File: src/rtl/rv32v_types_pkg.sv
// Shared types for the vector execute/memory boundary: sideband struct,
// per-lane bundle and skid-buffer state encoding.
package rv32v_types_pkg;

  typedef logic [4:0] offset_t;

  typedef struct packed {
    logic [4:0]  vd;
    logic [2:0]  eew;
    logic [31:0] vl;
    logic [31:0] vtype;
    logic [31:0] next_vtype_csr;
    logic [31:0] next_avl_csr;
    logic [31:0] vstart;
    logic [4:0]  rd_sel;
    logic [31:0] rd_data;
    logic        rd_wen;
    logic [1:0]  config_type;
    logic [2:0]  eew_loadstore;
    logic        single_bit_write;
    logic [7:0]  ls_idx;
  } vexmem_side_t;

  typedef struct packed {
    logic        wen;
    logic [31:0] storedata;
    logic [31:0] aluresult;
    offset_t     woffset;
  } vexmem_lane_t;

  // Encoding doubles as the occupancy count.
  typedef enum logic [1:0] {
    SK_EMPTY = 2'd0,
    SK_ONE   = 2'd1,
    SK_FULL  = 2'd2
  } skid_state_e;

endpackage

File: src/rtl/rv32v_skid_reg.sv
// Generic 2-entry skid register: main entry M drives the output, skid entry S
// absorbs the beat that arrives while the consumer stalls. in_ready is a state decode.
module rv32v_skid_reg
  import rv32v_types_pkg::*;
#(
  parameter int W = 8
) (
  input  logic         CLK,
  input  logic         RST,
  input  logic         flush,
  input  logic         in_valid,
  output logic         in_ready,
  input  logic [W-1:0] in_data,
  output logic         out_valid,
  input  logic         out_ready,
  output logic [W-1:0] out_data,
  output logic [1:0]   occupancy
);

  skid_state_e  state_q;
  logic [W-1:0] m_q, s_q;
  logic         in_xfer, out_xfer;

  assign in_ready  = (state_q != SK_FULL);
  assign out_valid = (state_q != SK_EMPTY);
  assign out_data  = m_q;
  assign occupancy = state_q;
  assign in_xfer   = in_valid && in_ready;
  assign out_xfer  = out_valid && out_ready;

  always_ff @(posedge CLK) begin
    if (RST) begin
      state_q <= SK_EMPTY;
      m_q     <= '0;
      s_q     <= '0;
    end else if (flush) begin
      state_q <= SK_EMPTY;
    end else begin
      unique case (state_q)
        SK_EMPTY: if (in_xfer) begin
          m_q     <= in_data;
          state_q <= SK_ONE;
        end
        SK_ONE: begin
          if (in_xfer && out_xfer) begin
            m_q <= in_data;
          end else if (in_xfer) begin
            s_q     <= in_data;
            state_q <= SK_FULL;
          end else if (out_xfer) begin
            state_q <= SK_EMPTY;
          end
        end
        SK_FULL: if (out_xfer) begin
          m_q     <= s_q;
          state_q <= SK_ONE;
        end
        default: state_q <= SK_EMPTY;
      endcase
    end
  end

endmodule

File: src/rtl/rv32v_ex_mem_skid_stage.sv
// Back-pressurable EX/MEM stage: packs lanes + sideband into one skid register.
// Optional stall counter under RV32V_EXMEM_STALL_CNT_EN.
module rv32v_ex_mem_skid_stage
  import rv32v_types_pkg::*;
#(
  parameter int LANES  = 2,
  parameter int DATA_W = 32,
  parameter int WOFF_W = 5
) (
  input  logic                    CLK,
  input  logic                    RST,
  input  logic                    flush,
  input  logic                    in_valid,
  output logic                    in_ready,
  input  logic                    in_load_ena,
  input  logic                    in_store_ena,
  input  logic [LANES-1:0]        in_wen,
  input  logic [LANES*DATA_W-1:0] in_storedata,
  input  logic [LANES*DATA_W-1:0] in_aluresult,
  input  logic [LANES*WOFF_W-1:0] in_woffset,
  input  vexmem_side_t            in_side,
  output logic                    out_valid,
  input  logic                    out_ready,
  output logic                    out_load_ena,
  output logic                    out_store_ena,
  output logic [LANES-1:0]        out_wen,
  output logic [LANES*DATA_W-1:0] out_storedata,
  output logic [LANES*DATA_W-1:0] out_aluresult,
  output logic [LANES*WOFF_W-1:0] out_woffset,
  output vexmem_side_t            out_side,
  output logic [1:0]              occupancy
`ifdef RV32V_EXMEM_STALL_CNT_EN
  ,
  output logic [31:0]             stall_cycles
`endif
);

  localparam int PW = 2 + LANES * (1 + 2 * DATA_W + WOFF_W) + $bits(vexmem_side_t);

  logic [PW-1:0]    pl_in, pl_out;
  logic             ld_raw, st_raw;
  logic [LANES-1:0] wen_raw;
  vexmem_side_t     side_raw;

  assign pl_in = {in_load_ena, in_store_ena, in_wen, in_storedata, in_aluresult,
                  in_woffset, in_side};

  rv32v_skid_reg #(.W(PW)) u_skid (
    .CLK       (CLK),
    .RST       (RST),
    .flush     (flush),
    .in_valid  (in_valid),
    .in_ready  (in_ready),
    .in_data   (pl_in),
    .out_valid (out_valid),
    .out_ready (out_ready),
    .out_data  (pl_out),
    .occupancy (occupancy)
  );

  assign {ld_raw, st_raw, wen_raw, out_storedata, out_aluresult, out_woffset, side_raw} = pl_out;

  // Side-effecting enables must never leak from a stale entry.
  assign out_load_ena  = ld_raw & out_valid;
  assign out_store_ena = st_raw & out_valid;
  assign out_wen       = wen_raw & {LANES{out_valid}};

  always_comb begin
    out_side        = side_raw;
    out_side.rd_wen = side_raw.rd_wen & out_valid;
  end

`ifdef RV32V_EXMEM_STALL_CNT_EN
  logic [31:0] stall_q;

  always_ff @(posedge CLK) begin
    if (RST)
      stall_q <= '0;
    else if (out_valid && !out_ready && (stall_q != 32'hFFFF_FFFF))
      stall_q <= stall_q + 32'd1;
  end

  assign stall_cycles = stall_q;
`endif

endmodule

File: config.mk
export PLATFORM = sky130hd
export DESIGN_NAME = rv32v_ex_mem_skid_stage
export DESIGN_NICKNAME = d
export VERILOG_FILES = /design/src/rtl/rv32v_types_pkg.sv /design/src/rtl/rv32v_skid_reg.sv /design/src/rtl/rv32v_ex_mem_skid_stage.sv
export SDC_FILE = /design/constraint.sdc
export NUM_CORES = 2
export LEC_CHECK = 0
export BUFFER_PORTS_ARGS = -buffer_cell sky130_fd_sc_hd__buf_2
export CORE_AREA = 10 10 279 281
export CTS_CLUSTER_SIZE = 20
export DETAILED_ROUTE_END_ITERATION = 16
export DIE_AREA = 0 0 289 291
export GPL_TIMING_DRIVEN = 0
export HOLD_SLACK_MARGIN = 0.12
export PLACE_DENSITY = 0.65
export SKIP_LAST_GASP = 1
export SYNTH_ARGS = -nofsm -noshare
export SYNTH_HDL_FRONTEND = slang
export SYNTH_HIERARCHICAL = 1
export SYNTH_SLANG_ARGS = --single-unit
File: constraint.sdc
create_clock -name CLK -period 2 [get_ports CLK]
set_clock_uncertainty 0.1 [all_clocks]
set_input_delay 0.2 -clock CLK [delete_from_list [all_inputs] [get_ports CLK]]
set_output_delay 0.2 -clock CLK [all_outputs]
set_load 0.01 [all_outputs]
# Yosys cells after proc, flatten, opt, wreduce, memory -nomap -nowiden
# Index checks and enable logic that the tools add are counted.
[word_totals] wordCells=37 inputBits=367 reg_bits=726 output_inout_bits=366
[op_classes] n_bitwise=6 n_eq_ne=8 mux=10 reduce_logical=10
[op_table] operator="two-way mux 362 bit" count=3
[op_table] operator="one-hot mux 362 bit (3 select lines)" count=1
[op_table] operator="two-way mux 2 bit" count=5
[op_table] operator="AND reduction 4 bit" count=2
[op_table] operator="inequality test 2 x 1 -> 1 bit (second input constant)" count=3
[op_table] operator="one-hot mux 2 bit (3 select lines)" count=1
[op_table] operator="AND reduction 5 bit" count=1
[op_table] operator="inequality test 2 bit (second input constant)" count=2
[op_table] operator="AND 1 bit" count=3
[op_table] operator="logical AND 1 bit" count=3
[op_table] operator="inequality test 3 x 1 -> 1 bit (second input constant)" count=1
[op_table] operator="nonzero test 3 bit" count=1
[op_table] operator="AND 2 bit" count=1
[op_table] operator="equality test 2 x 1 -> 1 bit (second input constant)" count=1
[op_table] operator="equality test 2 bit (second input constant)" count=1
[op_table] operator="logical NOT 2 bit" count=1
[op_table] operator="inverter 1 bit" count=2
[op_table] operator="nonzero test 2 bit" count=1
[op_table] operator="OR reduction 2 bit" count=1

# Longest topological paths before layout
[logic_depth] word_depth=6 mapped_depth=7 ltp_nobuf=4

# Cells and area by module
# The synthesis kept the hierarchy.
[modules_own_cells] mod="rv32v_skid_reg" n_inst=1 cells_each=3639 seq_area_each_um2=14533.9 area_per_inst_um2=30375.4
[modules_own_cells] mod="rv32v_ex_mem_skid_stage" n_inst=1 cells_each=5 seq_area_each_um2=0.0 area_per_inst_um2=31.3

# Worst setup path before layout
# Ideal clock, no wire load.
[synth_path] path_type="flip-flop to flip-flop" start="reg u_skid.state_q[0], in the netlist u_skid/occupancy[0]" end="reg u_skid.s_q[281]" setup_ps=132 t_arrival_ps=1563 path_stages_with_launch=8 period_less_slack_ps=1795 required_time_ps=1768 setup_slack_ps=205 path_buffers=3 path_cell_list="dfxtp_1 -> nand2b_1 -> or3_1 -> buf_2 -> buf_2 -> buf_1 -> nand2_1 -> a21oi_1"
[synth_via] elab_chain_len=5 elab_cells_between_ends=8 cone_classes="eq/ne (2); bitwise (1); reduce/logical (5)"
[synth_lines] element="from (decl)" line="rv32v_skid_reg.sv:20" source="skid_state_e state_q;"
[synth_lines] element="from (signal assigned)" line="rv32v_skid_reg.sv:33" source="state_q <= SK_EMPTY;"
[synth_lines] element="from (signal assigned)" line="rv32v_skid_reg.sv:37" source="state_q <= SK_EMPTY;"
[synth_lines] element="from (signal assigned)" line="rv32v_skid_reg.sv:42" source="state_q <= SK_ONE;"
[synth_lines] element="inequality test 2 bit / nonzero test 2 bit (equally long branches)" line="rv32v_skid_reg.sv:24, rv32v_skid_reg.sv:25"
[synth_lines] element="logical AND 1 bit (on tied branches)" line="rv32v_skid_reg.sv:28, rv32v_skid_reg.sv:29"
[synth_lines] element="logical AND 1 bit" line="rv32v_skid_reg.sv:45" source="if (in_xfer && out_xfer) begin"
[synth_lines] element="inverter 1 bit (no line)"
[synth_lines] element="AND reduction 4 bit (no line) *"
[synth_lines] element="to (signal assigned)" line="rv32v_skid_reg.sv:48" source="s_q <= in_data;"
[synth_lines] element="to (decl)" line="rv32v_skid_reg.sv:21" source="logic [W-1:0] m_q, s_q;"
# Every way passes the cells marked *; elsewhere a longest branch is shown, timed or not.
# A chain may end at the register's enable or synchronous reset.

# Worst setup path after layout
[layout_path] start="reg u_skid.state_q[1], in the netlist u_skid/occupancy[1]" end="reg u_skid.s_q[338]"
# The elaborated chain is that of the path after synthesis.

==> summary.md <==
| Metric | Value |
|---|---|
| EDFF count, synth | `0` |
| Routed via count | `between 30,000 and 40,000` |
| Crit start category | `register` |
| Via density | `roughly 5.2` |
| Max-slew headroom | `32.9%` |
| Net Switching | `around 8.5 mW` |
| PwrDens | `about 810 nW/um^2` |
| Hpwl dp | `roughly 87,000 um` |
| Hold Fails Final Rpt | `0` |
| Total track usage | `26.8%` |
| Final period demand of the worst path | `around 2000 ps` |
| First-pass GRT wire length | `approximately 180,000 um` |
| Crit-path max FO | `10` |
| Area Overhead vs Synth | `38.4%` |
| Rows | `99` |
| Total CTS buffers | `between 80 and 90` |
| Outcome | `finished, final reports clean` |
| CP Data Required Time | `2380 ps` |
| Pint | `roughly 25 mW` |
| Sw Share | `25.1%` |
| Pre-CTS setup slack | `-1540 ps` |
| Ys async rst share | `0%` |
| Terminus of the critical flop-to-flop path | `u_skid/s_q[338]$_SDFFE_PP0P_` |
| Slowest stage delay, CP | `380 ps` |
| Flop pwr share | `44.5%` |
| Setup CP Type | `register to register` |
| Core Box Area | `72,300 um^2` |
| Clock transition at path regs | `60 ps` |
| GPL Wtd Cong | `approximately 0.86` |
| Final setup margin | `about 21 ps` |
| Post-synthesis net count | `about 4,000` |
| WHS Endpoint | `u_skid/s_q[30]$_SDFFE_PP0P_` |
| Residual DRC count | `0` |
| Clk sink count | `between 700 and 800` |
| Final wirelength | `roughly 120,000 um` |
| Combinational fraction of design power | `between 10% and 20%` |
| Unique masters post-synth | `22` |
| Final Power | `~34 mW` |
| Die W | `between 200 and 300 um` |
| Post-route ant nets | `0` |
| Static leakage | `19.0 nW` |
| Slowest CP cell | `dfxtp_4` |
| Critical Path, Cell by Cell | `nand2b_1 -> or3_1 -> buf_4 -> buf_4 -> clkbuf_4 -> nand2_1 -> a21oi_1` |
| #FFs+latches synth | `around 730` |
| Skew-Pair Late Insertion Delay | `a little over 600 ps` |
| WL/cell | `20.3 um` |
| Worst reg-to-reg path cell count | `7` |
| Mapped Area | `slightly above 30,000 um^2` |
| Core Util, Final | `between 50% and 60%` |
| Mapped Cells | `3,644` |
| Peak Freq | `0.505 GHz` |
| Final slew viol count | `0` |
| Port Buf Inserts | `730` |
| Top FF cell, synth | `dfxtp_1` |
| Initial Util | `42.0%` |
| Worst hold path class | `input pin to register` |
| Hold WS | `roughly 280 ps` |
| Initial antenna violation count | `31` |
| Die ar. | `around 84,000 um^2` |
| Clock root buffer | `clkbuf_16` |
| Clock buffer depth | `3` |
| Vias in the first global route | `roughly 30,000` |
| RSZ-0062 raised after global routing | `true` |
| Area post-placement | `approximately 35,000 um^2` |
| Hold_sp | `in_side[30]` |
| Die Y | `291 um` |
| Post-route cell area | `roughly 42,000 um^2` |
| Final Cycle Share | `a little over nine tenths` |
| Largest net degree at the start of global routing | `14` |
| Layout Nets | `5,193` |
| Final setup viols | `0` |
| Post-Syn Area per Cell | `about 8.3 um^2` |
| Yosys warnings | `6` |
| Grt ovf | `0` |
| R2R setup slack | `between 20 and 25 ps` |
| First drt pass iteration count | `6` |
| Reg2reg start | `u_skid/occupancy[1]$_SDFFE_PP0P_` |
| Setup crit end kind | `register` |
| Maximum vdd drop | `roughly 610 uV` |
| Hold-critical path depth | `4` |
| Seq/Total Area, Yosys | `between 40% and 50%` |
| Share of cells above drive strength 1 | `21.8%` |
| Initial DRC count | `2,173` |
| Critical path's most frequent cell | `buf_4` |
| CTS HTree Levels | `3` |
| Clk pwr share | `a little over two fifths` |
| IO Pins | `733` |
| CTS tree | `done` |
| Maxcap violations | `0` |
| CP arrival | `2360 ps` |
| Worst Tran Pin Value | `~1000 ps` |
area by class of cell:
type	instances	area (um^2)
Fill cell	6523	30300
Sequential cell	726	14500
Multi-Input combinational cell	2555	14200
Timing Repair Buffer	1102	7380
Clock buffer	120	2440
Buffer	360	1990
Tap cell	959	1200
Clock inverter	25	225
Antenna cell	26	65.1
kinds of logic (layout without fill, tap and decap cells):
kind of cell | after synthesis | count (layout) | synth area share [%]
muxes | 362 | 362 | 11.9
AOI/OAI and AO/OA | 1091 | 1091 | 18.0
DFF | 726 | 726 | 47.8
buffers and inverters | 363 | 1607 | 5.58
and+or+nand+nor | 1102 | 1102 | 16.7
other | 0 | 26 | 0
critical path: cells and delay by family, from the launching register on:
kind,cells,cell delay [ps]
flip-flops,1,380
buffers and inverters,3,650
AO/OA/AOI/OAI,1,90
AND/OR/NAND/NOR,3,640
layout by cell type, fill, tap and decap left out, types with 67 or more instances in the layout:
| cell type | count |
|---|---|
| a21oi_1 | 721 |
| buf_2 | 772 |
| clkbuf_1 | 188 |
| clkbuf_16 | 81 |
| clkbuf_2 | 67 |
| dfxtp_1 | 724 |
| dlygate4sd3_1 | 365 |
| mux2i_1 | 362 |
| nand2_1 | 726 |
| o21ai_0 | 351 |
| or3_1 | 362 |
synthesized netlist by cell type (3+ instances only):
cell type  instances  area share (%)
nand2_1          726             9.0
a21oi_1          725              12
buf_1              7           0.086
buf_2             37            0.61
mux2i_1          362              12
and2_1             5            0.10
or3_1            363             7.5
buf_4              9            0.22
dfxtp_1          726              48
o21ai_0          351             5.8
o21ai_1           11            0.18
nand2b_1           3           0.062
clkbuf_1         276             3.4
buf_6             34             1.3
repair_timing:
action | CTS | global route
pin swaps | 0 | 4
resized for setup | 103 | 137
buffers inserted | 7 | 0
endpoints found under the hold margin | 726 | 1
endpoints found under the setup margin | 730 | 651
hold buffers | 364 | 1
how the worst max path moves through the flow:
| stage | from | endpoint | slack, ps | cells after the start |
|---|---|---|---|---|
| floorplan | u_skid/occupancy[0]$_SDFFE_PP0P_ | u_skid/s_q[281]$_SDFFE_PP0P_ | 200 | 7 |
| global placement | flush | u_skid/out_data[57]$_SDFFE_PP0P_ | -1590 | 6 |
| detailed placement | flush | u_skid/out_data[0]$_SDFFE_PP0P_ | -1540 | 6 |
| CTS | u_skid/occupancy[0]$_SDFFE_PP0P_ | u_skid/out_data[262]$_SDFFE_PP0P_ | -10 | 8 |
| global route | u_skid/occupancy[0]$_SDFFE_PP0P_ | u_skid/s_q[343]$_SDFFE_PP0P_ | -40 | 7 |
| finish | u_skid/occupancy[1]$_SDFFE_PP0P_ | u_skid/s_q[338]$_SDFFE_PP0P_ | 20 | 7 |
power by group through the flow:
stage | registers, mW | logic, mW | clock network, mW
final | 15.1 | 3.90 | 14.9
after global routing | 15.1 | 4.21 | 15.8
after CTS | 15.1 | 3.82 | 15.2
after detailed placement | 15.4 | 3.15 | 0
after global placement | 15.4 | 3.13 | 0
after floorplan | 15.5 | 1.40 | 0
state kept, by name (all words and copies together), names as in the netlist:
| signal | flops |
|---|---|
| u_skid/out_data | 362 |
| u_skid/s_q | 362 |
| u_skid/occupancy | 2 |
layer usage:
metal  track usage, %  part of all wire [%]  up-vias
met3             6.38                   7.3      295
met2             45.1                    48     1099
met5                0                 0.080        -
met4             13.0                   4.8       14
li1                 -                     -    15000
met1             31.4                    40    14200
stage by stage:
stage	cells	TNS, ps
after floorplan	3644	0
after global placement	5333	-663000
final	5873	0
after global routing	5866	-385
after CTS	5848	-36.4
after detailed placement	5333	-638660
Power figures use the tool's default switching activity.
